`src/rtl/fwd_hazard_unit.sv`:
```
// fwd_hazard_unit: tracks in-flight writers in a shift-register scoreboard,
// detects load-use hazards in ID and issues registered EX forwarding selects.
module fwd_hazard_unit #(
    parameter int NUM_SRC  = 2,
    parameter int NUM_FWD  = 2,
    parameter int LOAD_LAT = 1,
    parameter int REG_AW   = 5,
    localparam int SW      = $clog2(NUM_FWD + 1)
) (
    input  logic                      clk,
    input  logic                      rst,
    input  logic                      id_valid,
    input  logic [NUM_SRC*REG_AW-1:0] id_rs,
    input  logic [NUM_SRC-1:0]        id_rs_used,
    input  logic [REG_AW-1:0]         id_rd,
    input  logic                      id_we,
    input  logic                      id_is_load,
    input  logic                      flush,
    input  logic                      mem_busy,
    output logic                      id_stall,
    output logic                      ex_ctrl_sel,
    output logic [NUM_SRC*SW-1:0]     fwd_sel,
    output logic [31:0]               stall_cnt
);
    logic              v_q  [NUM_FWD];
    logic              v_d  [NUM_FWD];
    logic [REG_AW-1:0] rd_q [NUM_FWD];
    logic [REG_AW-1:0] rd_d [NUM_FWD];
    logic              ld_q [NUM_FWD];
    logic              ld_d [NUM_FWD];
    logic                  ex_ctrl_q, ex_ctrl_d;
    logic [NUM_SRC*SW-1:0] fwd_q, fwd_d, sel;
    logic [31:0]           cnt_q, cnt_d;
    logic [NUM_SRC-1:0]    src_haz;
    logic                  hazard, kill;

    // Scanning oldest to youngest lets the youngest match overwrite older ones.
    always_comb begin
        sel     = '0;
        src_haz = '0;
        for (int i = 0; i < NUM_SRC; i++) begin
            for (int k = NUM_FWD - 1; k >= 0; k--) begin
                if (id_valid && id_rs_used[i] && v_q[k] && rd_q[k] != '0 &&
                    rd_q[k] == id_rs[i*REG_AW +: REG_AW]) begin
                    sel[i*SW +: SW] = SW'(k + 1);
                    src_haz[i]      = ld_q[k] && (k < LOAD_LAT);
                end
            end
        end
    end

    assign hazard = |src_haz;
    assign kill   = flush | hazard;
    assign id_stall = hazard & ~flush & ~mem_busy;

    always_comb begin
        v_d[0]  = !kill && id_valid && id_we && id_rd != '0;
        rd_d[0] = id_rd;
        ld_d[0] = id_is_load;
        for (int k = 1; k < NUM_FWD; k++) begin
            v_d[k]  = v_q[k-1];
            rd_d[k] = rd_q[k-1];
            ld_d[k] = ld_q[k-1];
        end
        ex_ctrl_d = !kill && id_valid;
        fwd_d     = kill ? '0 : sel;
        cnt_d     = (hazard && !flush && cnt_q != '1) ? cnt_q + 32'd1 : cnt_q;
    end

    always_ff @(posedge clk or negedge rst) begin
        if (!rst) begin
            for (int k = 0; k < NUM_FWD; k++) begin
                v_q[k]  <= 1'b0;
                rd_q[k] <= '0;
                ld_q[k] <= 1'b0;
            end
            ex_ctrl_q <= 1'b0;
            fwd_q     <= '0;
            cnt_q     <= '0;
        end else if (!mem_busy) begin
            for (int k = 0; k < NUM_FWD; k++) begin
                v_q[k]  <= v_d[k];
                rd_q[k] <= rd_d[k];
                ld_q[k] <= ld_d[k];
            end
            ex_ctrl_q <= ex_ctrl_d;
            fwd_q     <= fwd_d;
            cnt_q     <= cnt_d;
        end
    end

    assign ex_ctrl_sel = ex_ctrl_q;
    assign fwd_sel     = fwd_q;
    assign stall_cnt   = cnt_q;
endmodule

```
`config.mk`:
```
export PLATFORM = sky130hd
export DESIGN_NAME = fwd_hazard_unit
export DESIGN_NICKNAME = d
export VERILOG_FILES = /design/src/rtl/fwd_hazard_unit.sv
export SDC_FILE = /design/constraint.sdc
export NUM_CORES = 1
export LEC_CHECK = 0
export BUFFER_PORTS_ARGS = -buffer_cell sky130_fd_sc_hd__buf_2
export CAP_MARGIN = 25
export CORE_MARGIN = 2
export CORE_UTILIZATION = 60
export CTS_BUF_LIST = sky130_fd_sc_hd__clkbuf_2 sky130_fd_sc_hd__clkbuf_4 sky130_fd_sc_hd__clkbuf_8
export CTS_CLUSTER_SIZE = 10
export DETAILED_ROUTE_END_ITERATION = 10
export PLACE_DENSITY = 0.9
export SLEW_MARGIN = 15
export SYNTH_ARGS = -nofsm -noshare
export SYNTH_HDL_FRONTEND = slang
export SYNTH_SLANG_ARGS = --single-unit
```
`constraint.sdc`:
```
create_clock -name clk -period 4 [get_ports clk]
set_input_delay 0.2 -clock clk [delete_from_list [all_inputs] [get_ports clk]]
set_output_delay 0.2 -clock clk [all_outputs]
set_load 0.005 [all_outputs]
```
==> flow_summary_export.csv <==
group,metric,value,unit
sta,fin_crit_sh,62.1,%
clock_network,htree_levels,2,
global_routing,grt_usage,24.1,%
run_status,violations,"negative hold slack",
place,place.gp.congestion,0.808,
drt,drtIter0Drc,122,
synthesis,synth.distinct_cells,37,
synthesis,seq_area_frac_synth,47.3,%
place,numPortBuffers,61,
worst_setup_path,cp_slowest_cell,"nor3_2",
clock_network,cts-buffers-inserted,5,
sta,rsz0062_at_grt,"false",
sta,hold_ws,-0.0103,ns
global_routing,grt_pass1_wl,9440,microns
cells_and_area,areaGrowthSynthToFinish,17.6,%
cells_and_area,multi_input_area,0.00134,sq mm
sta,relSlewSlack,48.4,%
sta,final.setup.tns,0,ns
global_routing,antenna_found_initial,0,
synthesis,syn-instance-count,243,
cells_and_area,final_cells,360,
floorplan,io_pins,62,
cells_and_area,drive_gt1_share,30.5,%
clock_network,clkSinkCount,50,
cells_and_area,fin_util,72.5,%
place,dpl.hpwl,4180,microns
worst_setup_path,path_class,"reg -> reg",
place,dpl.cell_count,353,
clock_network,clockBufferDepth,2,
pwr,switchingPower,228,uW
floorplan,placementRows,24,
synthesis,synth.avg_cell_area,10.9,sq um
clock_network,ctsResizeCount,0,
worst_setup_path,critPathArrivalTime,2.71,ns
worst_setup_path,crit_buf_inv,0,
floorplan,dieArea,0.00496,sq mm
pwr,p_leak,0.00152,uW
job,maxCapViolations,0,
worst_setup_path,path_cells,"xnor2_1, nand4_1, nor3_2, o2111ai_2, nor4_1, xor2_1",
drt,vias_per_cell,5.86,
clock_network,path_clk_slew,0.09,ns
synthesis,synth_nets,268,
global_routing,grt.overflow.total,0,
sta,finalSetupViolations,0,
synthesis,synth-seq-cells,50,
cells_and_area,regArea,0.00125,sq mm
global_routing,grt_pass1_vias,2008,
worst_setup_path,cp_max_fo,15,
drt,wl,5690,microns
pwr,p_seq_share,54.6,%
floorplan,die_h,70.4,microns
synthesis,yosysWarnings,0,
sta,hold_violations,30,
sta,finalMaxSlewViolations,0,
pwr,switching_share,22.9,%
place,place_area,0.00300,sq mm
cells_and_area,fin_area,0.00311,sq mm
clock_network,clockRootBuffer,"clkbuf_8",
pwr,combPwrFrac,9.1,%
clock_network,cts_hold_buf,0,
run_status,status,"finished with violations",
drt,vias,2111,
synthesis,synth_area,0.00265,sq mm
cells_and_area,finalNetCount,333,
cells_and_area,antenna_cells,0,
floorplan,start_util,61.6,%
pwr,peakVddDrop,216,uV
drt,antenna_left,0,
floorplan,dieWidth,70.4,microns
pwr,powerDensity,320,mW/mm^2
synthesis,synth.largest_area_cell,"dfrtp_1",
min_path,hold_path_class,"in -> async",
synthesis,synth_top_area_share,47.3,%
pwr,p_int,768,uW
sta,min_period,2.48,ns
sta,max_freq,403,MHz
pwr,clockPowerShare,36.3,%
synthesis,netlist_top_cells_area,"dfrtp_1 47%, xnor2_1 9.6%, xor2_1 7.3%, mux2_2 5.5%, nand4_1 3.3%",
clock_network,cts_tree,"yes",
worst_setup_path,cp-end-kind,"flop",
sta,finClkSkew,0.00778,ns
global_routing,grt_max_degree,51,
sta,tightest_slew,0.774,ns
worst_setup_path,critical_path.startpoint_type,"flop",
clock_network,post_cts_buffers,0,
floorplan,core_area,0.00429,sq mm
cells_and_area,fill_cells,316,
worst_setup_path,critPathMaxStageDelay,0.52,ns
worst_setup_path,crit_family,"simple AND/OR/NAND/NOR gates",
worst_setup_path,worstPathRequired,4.23,ns
drt,dr.pass1.iters,5,
drt,avgRoutedWirePerCell,15.8,microns
clock_network,clock_latency,0.31,ns
drt,post-route-drc-count,0,
cell type report:
type | instances | share of cell area (%)
Clock inverter | 1 | 0.965
Clock buffer | 6 | 2.65
Tap cell | 52 | 2.09
Inverter | 8 | 0.965
Timing Repair Buffer | 62 | 10.0
Multi-Input combinational cell | 181 | 43.1
Sequential cell | 50 | 40.2
power groups by stage:
stage                     logic, uW  clock network, uW  registers (uW)
after floorplan                57.0                  0             548
after global placement         88.6                  0             552
after detailed placement       92.2                  0             554
after CTS                      92.6                370             544
after global routing            102                384             547
final                          90.9                361             544
kinds of logic (layout without fill, tap and decap cells):
| kind of cell | count (synthesis) | after routing | share of synthesized area [%] |
|---|---|---|---|
| AO/OA/AOI/OAI | 17 | 17 | 5.81 |
| XOR/XNOR | 51 | 51 | 16.9 |
| adder cells (fa/ha/maj) | 1 | 1 | 0.473 |
| buffers and inverters | 12 | 77 | 2.03 |
| flip-flops | 50 | 50 | 47.3 |
| multiplexers | 13 | 13 | 5.53 |
| AND/OR/NAND/NOR | 99 | 99 | 22.0 |
layer usage:
| layer | vias to the layer above | wire [microns] | GRT usage, % |
|---|---|---|---|
| met1 | 1047 | 2440 | 32.6 |
| met5 | - | 0 | 0 |
| li1 | 988 | - | - |
| met2 | 66 | 2800 | 38.2 |
| met3 | 10 | 349 | 6.06 |
| met4 | 0 | 93 | 7.91 |
registers in the layout (all words and copies together) (netlist names):
register     cells
fwd_sel          4
stall_cnt       32
v_q              1
rd_d             5
ld_d             1
ex_ctrl_sel      1
v_d              1
rd_q             5
path summary, 6_finish.rpt:
| path | start | endpoint | slack [ns] | cells past startpoint |
|---|---|---|---|---|
| worst max-delay path | rd_d[2] | stall_cnt[7] | 1.52 | 6 |
| worst min-delay path | rst | fwd_sel[3] | -0.01 | 2 |
| worst max register to register | rd_d[2] | stall_cnt[7] | 1.52 | 6 |
| worst min register to register | fwd_sel[1] | fwd_sel[1] | 0.48 | 2 |
| max in group asynchronous | rst | stall_cnt[27] | 3.60 | 2 |
| min in group clk | id_rd[3] | rd_d[3] | 0.13 | 2 |
cell usage after synthesis:
master and count:
dfrtp_1 50, xnor2_1 29, xor2_1 22, nand2_1 21, nand4_1 14, mux2_2 13, nor3_1 12, nand3_1 11
nor2_1 11, inv_1 8, nor4_1 8, o21ai_0 5, and4_1 3, or3_1 3, or4_1 3, a21o_1 2
a21oi_1 2, and3_1 2, clkbuf_1 2, nor3b_1 2, nor4_2 2, nor4_4 2, o211ai_1 2, a2111o_1 1
a41o_4 1, buf_2 1, buf_6 1, ha_1 1, nand2_2 1, nand3b_1 1, nor3_2 1, nor3_4 1
o2111ai_2 1, o2111ai_4 1, o21ai_1 1, o21ba_2 1, or2_2 1
layout by cell type (no fill, tap or decap), drive strengths merged, types with 2 or more instances in the layout:
master and n:
nand4 14, nor2 11, o211ai 2, buf 62, xnor2 29, and4 3, o21ai 6, xor2 22
o2111ai 2, or3 3, and3 2, clkbuf 6, nand2 22, nand3 11, nor3 14, a21o 2
nor3b 2, a21oi 2, dfrtp 50, mux2 13, or4 3, inv 8, nor4 12
through the flow:
step                      setup slack, ns  power (uW)
after floorplan                      1.97         605
after global placement               1.73         640
after detailed placement             1.54         646
after CTS                            1.48        1010
after global routing                 1.28        1030
final                                1.52         996
Power figures use the tool's default switching activity.
